--- src/rtl/voice_scheduler.sv ---
// voice_scheduler
//   Sample-rate scheduler and mixer for the wavetable voice generators.
//   A free-running divider produces one tick every clk_per_sample_p cycles.
//   Each accepted tick pulses step_o once for every enabled voice. The
//   scheduler then waits one cycle for the generators' registered outputs to
//   settle and sums the voices one per cycle into a signed mixed sample. The
//   sample is offered downstream on a valid/ready handshake.
//
// Ports
//   clk_i        system clock, rising edge
//   reset_i      synchronous active-high reset
//   enable_i     runs the sample-tick divider (in-flight sample always completes)
//   voice_en_i   per-voice enable, captured at an accepted tick
//   gen_data_i   voice samples, voice i at [i*width_p +: width_p]
//   step_o       one-cycle advance pulse per enabled voice
//   mix_data_o   signed mixed sample, width_p+$clog2(voices_p) bits
//   mix_valid_o  mixed sample valid
//   mix_ready_i  downstream accepts the sample
//   busy_o       scheduler is working on a sample (state is not IDLE)
//   overrun_o    sticky: a tick arrived while busy and was dropped
//
// Handshake: mix_data_o is transferred in a cycle where mix_valid_o and
// mix_ready_i are both high. Once raised, mix_valid_o stays high and
// mix_data_o stays stable until that transfer; mix_valid_o never depends
// on mix_ready_i.
module voice_scheduler #(
   parameter int width_p          = 12,
   parameter int voices_p         = 4,
   parameter int clk_per_sample_p = 2268
) (
   input  logic                                  clk_i,
   input  logic                                  reset_i,
   input  logic                                  enable_i,
   input  logic [voices_p-1:0]                   voice_en_i,
   input  logic [voices_p*width_p-1:0]           gen_data_i,
   output logic [voices_p-1:0]                   step_o,
   output logic [width_p+$clog2(voices_p)-1:0]   mix_data_o,
   output logic                                  mix_valid_o,
   input  logic                                  mix_ready_i,
   output logic                                  busy_o,
   output logic                                  overrun_o
);

   localparam int mw = width_p + $clog2(voices_p);
   localparam int cw = (clk_per_sample_p > 1) ? $clog2(clk_per_sample_p) : 1;
   localparam int iw = (voices_p > 1) ? $clog2(voices_p) : 1;
   localparam logic [cw-1:0] cnt_last = cw'(clk_per_sample_p - 1);
   localparam logic [iw-1:0] idx_last = iw'(voices_p - 1);

   typedef enum logic [2:0] {
      IDLE   = 3'd0,
      STEP   = 3'd1,
      SETTLE = 3'd2,
      ACCUM  = 3'd3,
      OUT    = 3'd4
   } state_t;

   state_t                state_q;
   state_t                state_d;
   logic [cw-1:0]         cnt_q;
   logic                  tick;
   logic [voices_p-1:0]   en_q;
   logic [iw-1:0]         idx_q;
   logic [mw-1:0]         acc_q;
   logic [mw-1:0]         acc_sum;
   logic [mw-1:0]         mix_q;
   logic                  overrun_q;
   logic signed [width_p-1:0] cur_sample;
   logic [mw-1:0]         cur_term;

   // ---------------------------------------------------------------------
   // Sample-rate divider. Held at 0 while disabled so the first tick after
   // enabling lands exactly clk_per_sample_p-1 cycles later.
   // ---------------------------------------------------------------------
   always_ff @(posedge clk_i) begin
      if (reset_i || !enable_i || cnt_q == cnt_last) begin
         cnt_q <= '0;
      end else begin
         cnt_q <= cnt_q + cw'(1);
      end
   end

   assign tick = enable_i && (cnt_q == cnt_last);

   // ---------------------------------------------------------------------
   // Voice selection for the accumulate step. A disabled voice adds zero;
   // the signed cast sign-extends the voice sample to the mix width.
   // ---------------------------------------------------------------------
   always_comb begin
      cur_sample = gen_data_i[idx_q*width_p +: width_p];
      cur_term   = en_q[idx_q] ? mw'(cur_sample) : '0;
      acc_sum    = acc_q + cur_term;
   end

   // ---------------------------------------------------------------------
   // FSM state register
   // ---------------------------------------------------------------------
   always_ff @(posedge clk_i) begin
      if (reset_i) begin
         state_q <= IDLE;
      end else begin
         state_q <= state_d;
      end
   end

   // ---------------------------------------------------------------------
   // FSM next state and outputs
   // ---------------------------------------------------------------------
   always_comb begin
      state_d     = state_q;
      step_o      = '0;
      mix_valid_o = 1'b0;
      busy_o      = (state_q != IDLE);
      case (state_q)
         IDLE: begin
            if (tick) state_d = STEP;
         end
         STEP: begin
            step_o  = en_q;
            state_d = SETTLE;
         end
         SETTLE: begin
            state_d = ACCUM;
         end
         ACCUM: begin
            if (idx_q == idx_last) state_d = OUT;
         end
         OUT: begin
            mix_valid_o = 1'b1;
            if (mix_ready_i) state_d = IDLE;
         end
         default: begin
            state_d = IDLE;
         end
      endcase
   end

   // ---------------------------------------------------------------------
   // Datapath: enable capture, accumulator, output register, overrun flag
   // ---------------------------------------------------------------------
   always_ff @(posedge clk_i) begin
      if (reset_i) begin
         en_q      <= '0;
         idx_q     <= '0;
         acc_q     <= '0;
         mix_q     <= '0;
         overrun_q <= 1'b0;
      end else begin
         // Any tick that finds the scheduler busy is lost; remember it.
         if (tick && state_q != IDLE) overrun_q <= 1'b1;
         case (state_q)
            IDLE: begin
               if (tick) begin
                  en_q  <= voice_en_i;
                  acc_q <= '0;
               end
            end
            SETTLE: begin
               idx_q <= '0;
            end
            ACCUM: begin
               acc_q <= acc_sum;
               idx_q <= idx_q + iw'(1);
               // Load the output register with the completed sum as we leave.
               if (idx_q == idx_last) mix_q <= acc_sum;
            end
            default: begin
            end
         endcase
      end
   end

   assign mix_data_o = mix_q;
   assign overrun_o  = overrun_q;

endmodule

--- config.mk ---
export PLATFORM = sky130hd
export DESIGN_NAME = voice_scheduler
export DESIGN_NICKNAME = d
export VERILOG_FILES = /design/src/rtl/voice_scheduler.sv
export SDC_FILE = /design/constraint.sdc
export NUM_CORES = 1
export LEC_CHECK = 0
export ABC_AREA = 1
export CAP_MARGIN = 10
export CORE_ASPECT_RATIO = 1.1
export CORE_MARGIN = 8
export CORE_UTILIZATION = 28
export DETAILED_ROUTE_END_ITERATION = 8
export PLACE_DENSITY_LB_ADDON = 0.05
export SLEW_MARGIN = 10
export SYNTH_ARGS = -nofsm -noshare
export SYNTH_HDL_FRONTEND = slang
export SYNTH_SLANG_ARGS = --single-unit
--- constraint.sdc ---
create_clock -name clk_i -period 6 [get_ports clk_i]
set_input_delay 1.2 -clock clk_i [delete_from_list [all_inputs] [get_ports clk_i]]
set_output_delay 1.2 -clock clk_i [all_outputs]
set_load 0.03 [all_outputs]
# Yosys cells after proc, flatten, opt, wreduce, memory -nomap -nowiden
# Index checks and enable logic that the tools add are counted.
# classes
addsub,3
n_mul,1
div_mod_pow,0
order_cmp,1
eq_ne,9
shifts,1
n_mux,12
n_bitwise,0
n_reduce_logical,13
# ops
cell,n
48-bit by 7-bit variable part select with 12-bit output,1
14-bit 2-to-1 mux,2
14-bit case mux with 2 select lines,1
3-bit case mux with 5 select lines,1
14-bit adder,1
"12-bit by 1-bit adder with 12-bit output, second input constant",1
"12-bit equality test, second input constant",1
3-bit 2-to-1 mux,3
"3-bit by 2-bit equality test with 1-bit output, second input constant",2
"2-bit inequality test, second input constant",3
2-bit AND reduction,3
"2-bit by 2-bit multiplier with 4-bit output, second input constant",1
4-bit 2-to-1 mux,1
2-bit case mux with 2 select lines,1
2-bit nonzero test,2
"3-bit by 1-bit equality test with 1-bit output, second input constant",1
"3-bit equality test, second input constant",1
3-bit logical NOT,1
"2-bit by 3-bit < comparator with 1-bit output, second input constant",1
3-bit AND reduction,1
3-bit nonzero test,1
"2-bit by 1-bit adder with 2-bit output, second input constant",1
1-bit binary-select mux with 2-bit select,1
"2-bit equality test, second input constant",1
4 further kinds,7
# word_totals
ff_bits,50
latch_bits,0
ram_bits,0
romBits,0
in_bits,56
out_inout_bits,21
n_memories,0

# Logic depth before layout (Yosys ltp)
# depth
word_depth,5
depth_mapped,21
ltp_nobuf,19

# Least setup slack after synthesis
# OpenSTA, ideal clock, no wires.
# synth_path
path_kind,in2reg
startpoint,input gen_data_i[24]
endpoint,register mix_q[6] (netlist: mix_data_o[6])
arrival_time_ns,2.745
slack_ns,3.138
stages,17
path_buffers,0
cell_sequence,o21ai_0 > o22ai_1 > nand2_1 > inv_1 > ha_1 > inv_1 > fa_1 > inv_1 > nand3_1 > nand2_1 > nand3_1 > nand2_1 > nand2_1 > nand2_1 > nand2_1 > o211ai_1 > inv_1
# synth_between
elab_chain_cells,3
# synth_lines
item,line_no,rtl
from (decl),35,"input logic [voices_p*width_p-1:0] gen_data_i,"
48-bit by 7-bit variable part select with 12-bit output,90,cur_sample = gen_data_i[idx_q*width_p +: width_p];
14-bit 2-to-1 mux,91,cur_term = en_q[idx_q] ? mw'(cur_sample) : '0;
14-bit adder,92,acc_sum = acc_q + cur_term;
to (signal assigned),165,if (idx_q == idx_last) mix_q <= acc_sum;
to (decl),66,logic [mw-1:0] mix_q;
# No other way between the ends.
# A chain may end at the register's enable or synchronous reset.

# Worst setup path after layout
# layout_path
startpoint,input gen_data_i[24]
endpoint,register acc_q[12]
# layout_between
elab_chain_cells,4
# layout_lines
item,line_no,rtl
48-bit by 7-bit variable part select with 12-bit output,90,
14-bit 2-to-1 mux,91,
14-bit adder,92,
14-bit case mux with 2 select lines,151,case (state_q)
to (signal assigned),162,acc_q <= acc_sum;
to (decl),64,logic [mw-1:0] acc_q;
# No other way between the ends.

==> metrics.md <==
| Metric | Value |
|---|---|
| P&R area growth vs syn | `30.7%` |
| Final worst clock skew | `8.20 ps` |
| Drc violations | `0` |
| Final hold vios | `0` |
| Slew margin rel. | `0.368` |
| Outcome | `finished, final reports clean` |
| Gr usage total | `0.130` |
| Hold endpoint | `cnt_q[0]` |
| FF-to-FF path depth | `13` |
| Avg Inst Size Synth | `6.54 µm²` |
| Vias in the first global route | `3328` |
| GRT overflow | `0` |
| Achievable clock frequency | `306 MHz` |
| Kind of critical path | `primary input to flip-flop` |
| Synthesized net count | `574` |
| Static Leak | `1.93 nW` |
| Top_reg_cell synth | `dfxtp_1` |
| Worst reg-to-reg setup slack | `2980 ps` |
| Die Footprint | `15400 µm²` |
| Critical R2R Launch | `idx_q[1]` |
| Max-cap viol count | `0` |
| Largest net degree at the start of global routing | `29` |
| Vias | `3315` |
| Hold Path Class | `flip-flop to flip-flop` |
| DP HPWL | `7870 µm` |
| Final worst-path cycle share | `0.545` |
| Clock Path Buffers | `2` |
| Post-CTS resize count | `0` |
| Synth top area share | `0.305` |
| Measured slew at the worst slew-check pin | `945 ps` |
| EDFF count, synth | `0` |
| Share of cells above drive strength 1 | `0.0580` |
| # H-tree levels | `2` |
| First-pass GRT wire length | `16500 µm` |
| Initial antenna violation count | `0` |
| Met3 wire length | `402 µm` |
| Row cnt | `41` |
| CP Max Fanout | `4` |
| I/O pins | `77` |
| Hold path start | `cnt_q[0]` |
| Top post-synthesis cells by count | `nand2_1, inv_1, nor2_1, dfxtp_1, nand3_1` |
| Worst setup SP type | `primary input` |
| Setup bufs post-CTS | `0` |
| Max-slew violation count | `0` |
| Post-layout min period | `3270 ps` |
| Reg-to-reg critical path endpoint | `acc_q[5]` |
| Area of the core | `11400 µm²` |
| Distinct cell type count after synthesis | `40` |
| PD cells | `161 nW/µm²` |
| WL met1 | `4380 µm` |
| Die Y | `130 µm` |
| Starting DRT DRC Count | `157` |
| Gate Count Post-Synth | `502` |
| RSZ-0062 raised after global routing | `false` |
| Via density | `4.61` |
| Critical path data arrival time | `3470 ps` |
| Port buffer count | `76` |
| Crit end category | `flip-flop` |
| WL per Instance | `13.8 µm` |
| Number of diodes | `0` |
| Fin nets | `640` |
| Routed Wire Length | `9940 µm` |
| CTS tree | `built` |
| ANT nets after route | `0` |
| Top Metal Used | `met4` |
| Most common cell in the netlist | `nand2_1` |
| Clock network latency to the later pin of the worst-skew pair | `290 ps` |
| Clk slew on worst S/H paths | `70 ps` |
| Flops & latches, synth | `50` |
| Max IR drop VDD | `112 µV` |
| Number of fill cells | `1235` |
| Finish-stage setup viols | `0` |
| Async S/R FF share, synth | `0` |
| DR pass1 iterations | `4` |
| Die X | `119 µm` |
| CTS hold repair buffers | `0` |
| Finished Core Util | `0.375` |
| Seq/Total Area, Yosys | `0.305` |
| Routability Congestion | `0.813` |
| Initial core utilization | `0.287` |
| Root Buffer | `clkbuf_16` |
| Largest area contributor in the netlist | `dfxtp_1` |
| Top post-synthesis cells by area | `dfxtp_1, nand2_1, inv_1` |
| Post-synthesis cell area | `3280 µm²` |
| # clock sinks | `50` |
| Cts bufs inserted | `5` |
| Required @ worst endpoint | `6200 ps` |
| Setup TNS after final layout | `0 ps` |
| Yosys warning total | `0` |
| WL met2 | `5100 µm` |
| Hold Path Stages | `1` |
[layer usage]
| layer | GRT usage | vias to the layer above |
|---|---|---|
| li1 | - | 1747 |
| met1 | 0.147 | 1517 |
| met2 | 0.249 | 45 |
| met3 | 0.0252 | 6 |
| met4 | 0.0246 | 0 |
| met5 | 0 | - |
[power breakdown]
group | total (mW) | leakage (nW) | internal [mW] | switching [mW]
Clock | 0.286 | 0.0664 | 0.156 | 0.130
Combinational | 0.0698 | 1.46 | 0.0413 | 0.0284
Sequential | 0.337 | 0.403 | 0.334 | 0.00290
Total | 0.692 | 1.93 | 0.531 | 0.161
[critical path, stage by stage]
cell and delay [ps]:
clkdlybuf4s50_1 450, o21ai_0 60, o22ai_1 210, nand2_1 70
inv_1 60, ha_1 150, inv_1 50, fa_1 400
inv_1 90, nand3_1 60, nand2_1 160, nand3_1 120
nand3_1 100, nand2_1 50, nand2_1 70, nand2_1 50
a21oi_1 120
[final cells by class]
class                      count  area [µm²]  share of cell area
multi-input combinational    358        1890               0.441
timing repair buffer          77         768               0.179
clock inverter                 3        23.8             0.00554
inverter                      76         293              0.0683
clock buffer                   5         125              0.0292
sequential                    50        1000               0.233
tap                          150         188              0.0438
[through the flow]
step | instance area [µm²] | std cells | hold WS (ps) | setup slack (ps) | power (mW)
final | 4290 | 719 | 455 | 2730 | 0.692
after global routing | 4290 | 719 | 471 | 2460 | 0.723
after CTS | 4290 | 719 | 458 | 2700 | 0.705
after detailed placement | 4140 | 711 | 441 | 2410 | 0.415
after global placement | 4140 | 711 | 433 | 2400 | 0.414
after floorplan | 3280 | 502 | 418 | 3140 | 0.369
[cell usage in the layout, fill, tap and decap left out, types with 5 or more instances in the layout]
| cell type | n |
|---|---|
| dfxtp_1 | 50 |
| nand2_1 | 118 |
| o21a_1 | 7 |
| o22ai_1 | 11 |
| nand3_1 | 41 |
| o21bai_1 | 6 |
| a21oi_1 | 34 |
| o21ai_0 | 32 |
| inv_1 | 71 |
| nor2_1 | 51 |
| clkbuf_16 | 5 |
| clkdlybuf4s50_1 | 76 |
| xor2_1 | 7 |
| ha_1 | 15 |
[sequential cells by signal (all words and copies together), names as in the netlist]
name,count
acc_q,14
idx_q,2
en_q,4
overrun_o,1
state_q,3
cnt_q,12
mix_data_o,14
[logic make-up after synthesis]
| logic type | synth area share |
|---|---|
| simple gates | 0.307 |
| compound gates | 0.176 |
| buf+inv | 0.119 |
| flops | 0.305 |
| fa+ha+maj | 0.0633 |
| xor+xnor | 0.0294 |
[worst max-delay path by stage]
stage / start / endpoint
final: gen_data_i[24] / acc_q[12]
after global routing: gen_data_i[12] / mix_data_o[6]
after CTS: gen_data_i[24] / acc_q[8]
after detailed placement: gen_data_i[24] / mix_data_o[6]
after global placement: gen_data_i[24] / mix_data_o[6]
after floorplan: gen_data_i[24] / mix_data_o[6]
No activity file was read; power rests on OpenSTA's default activity.
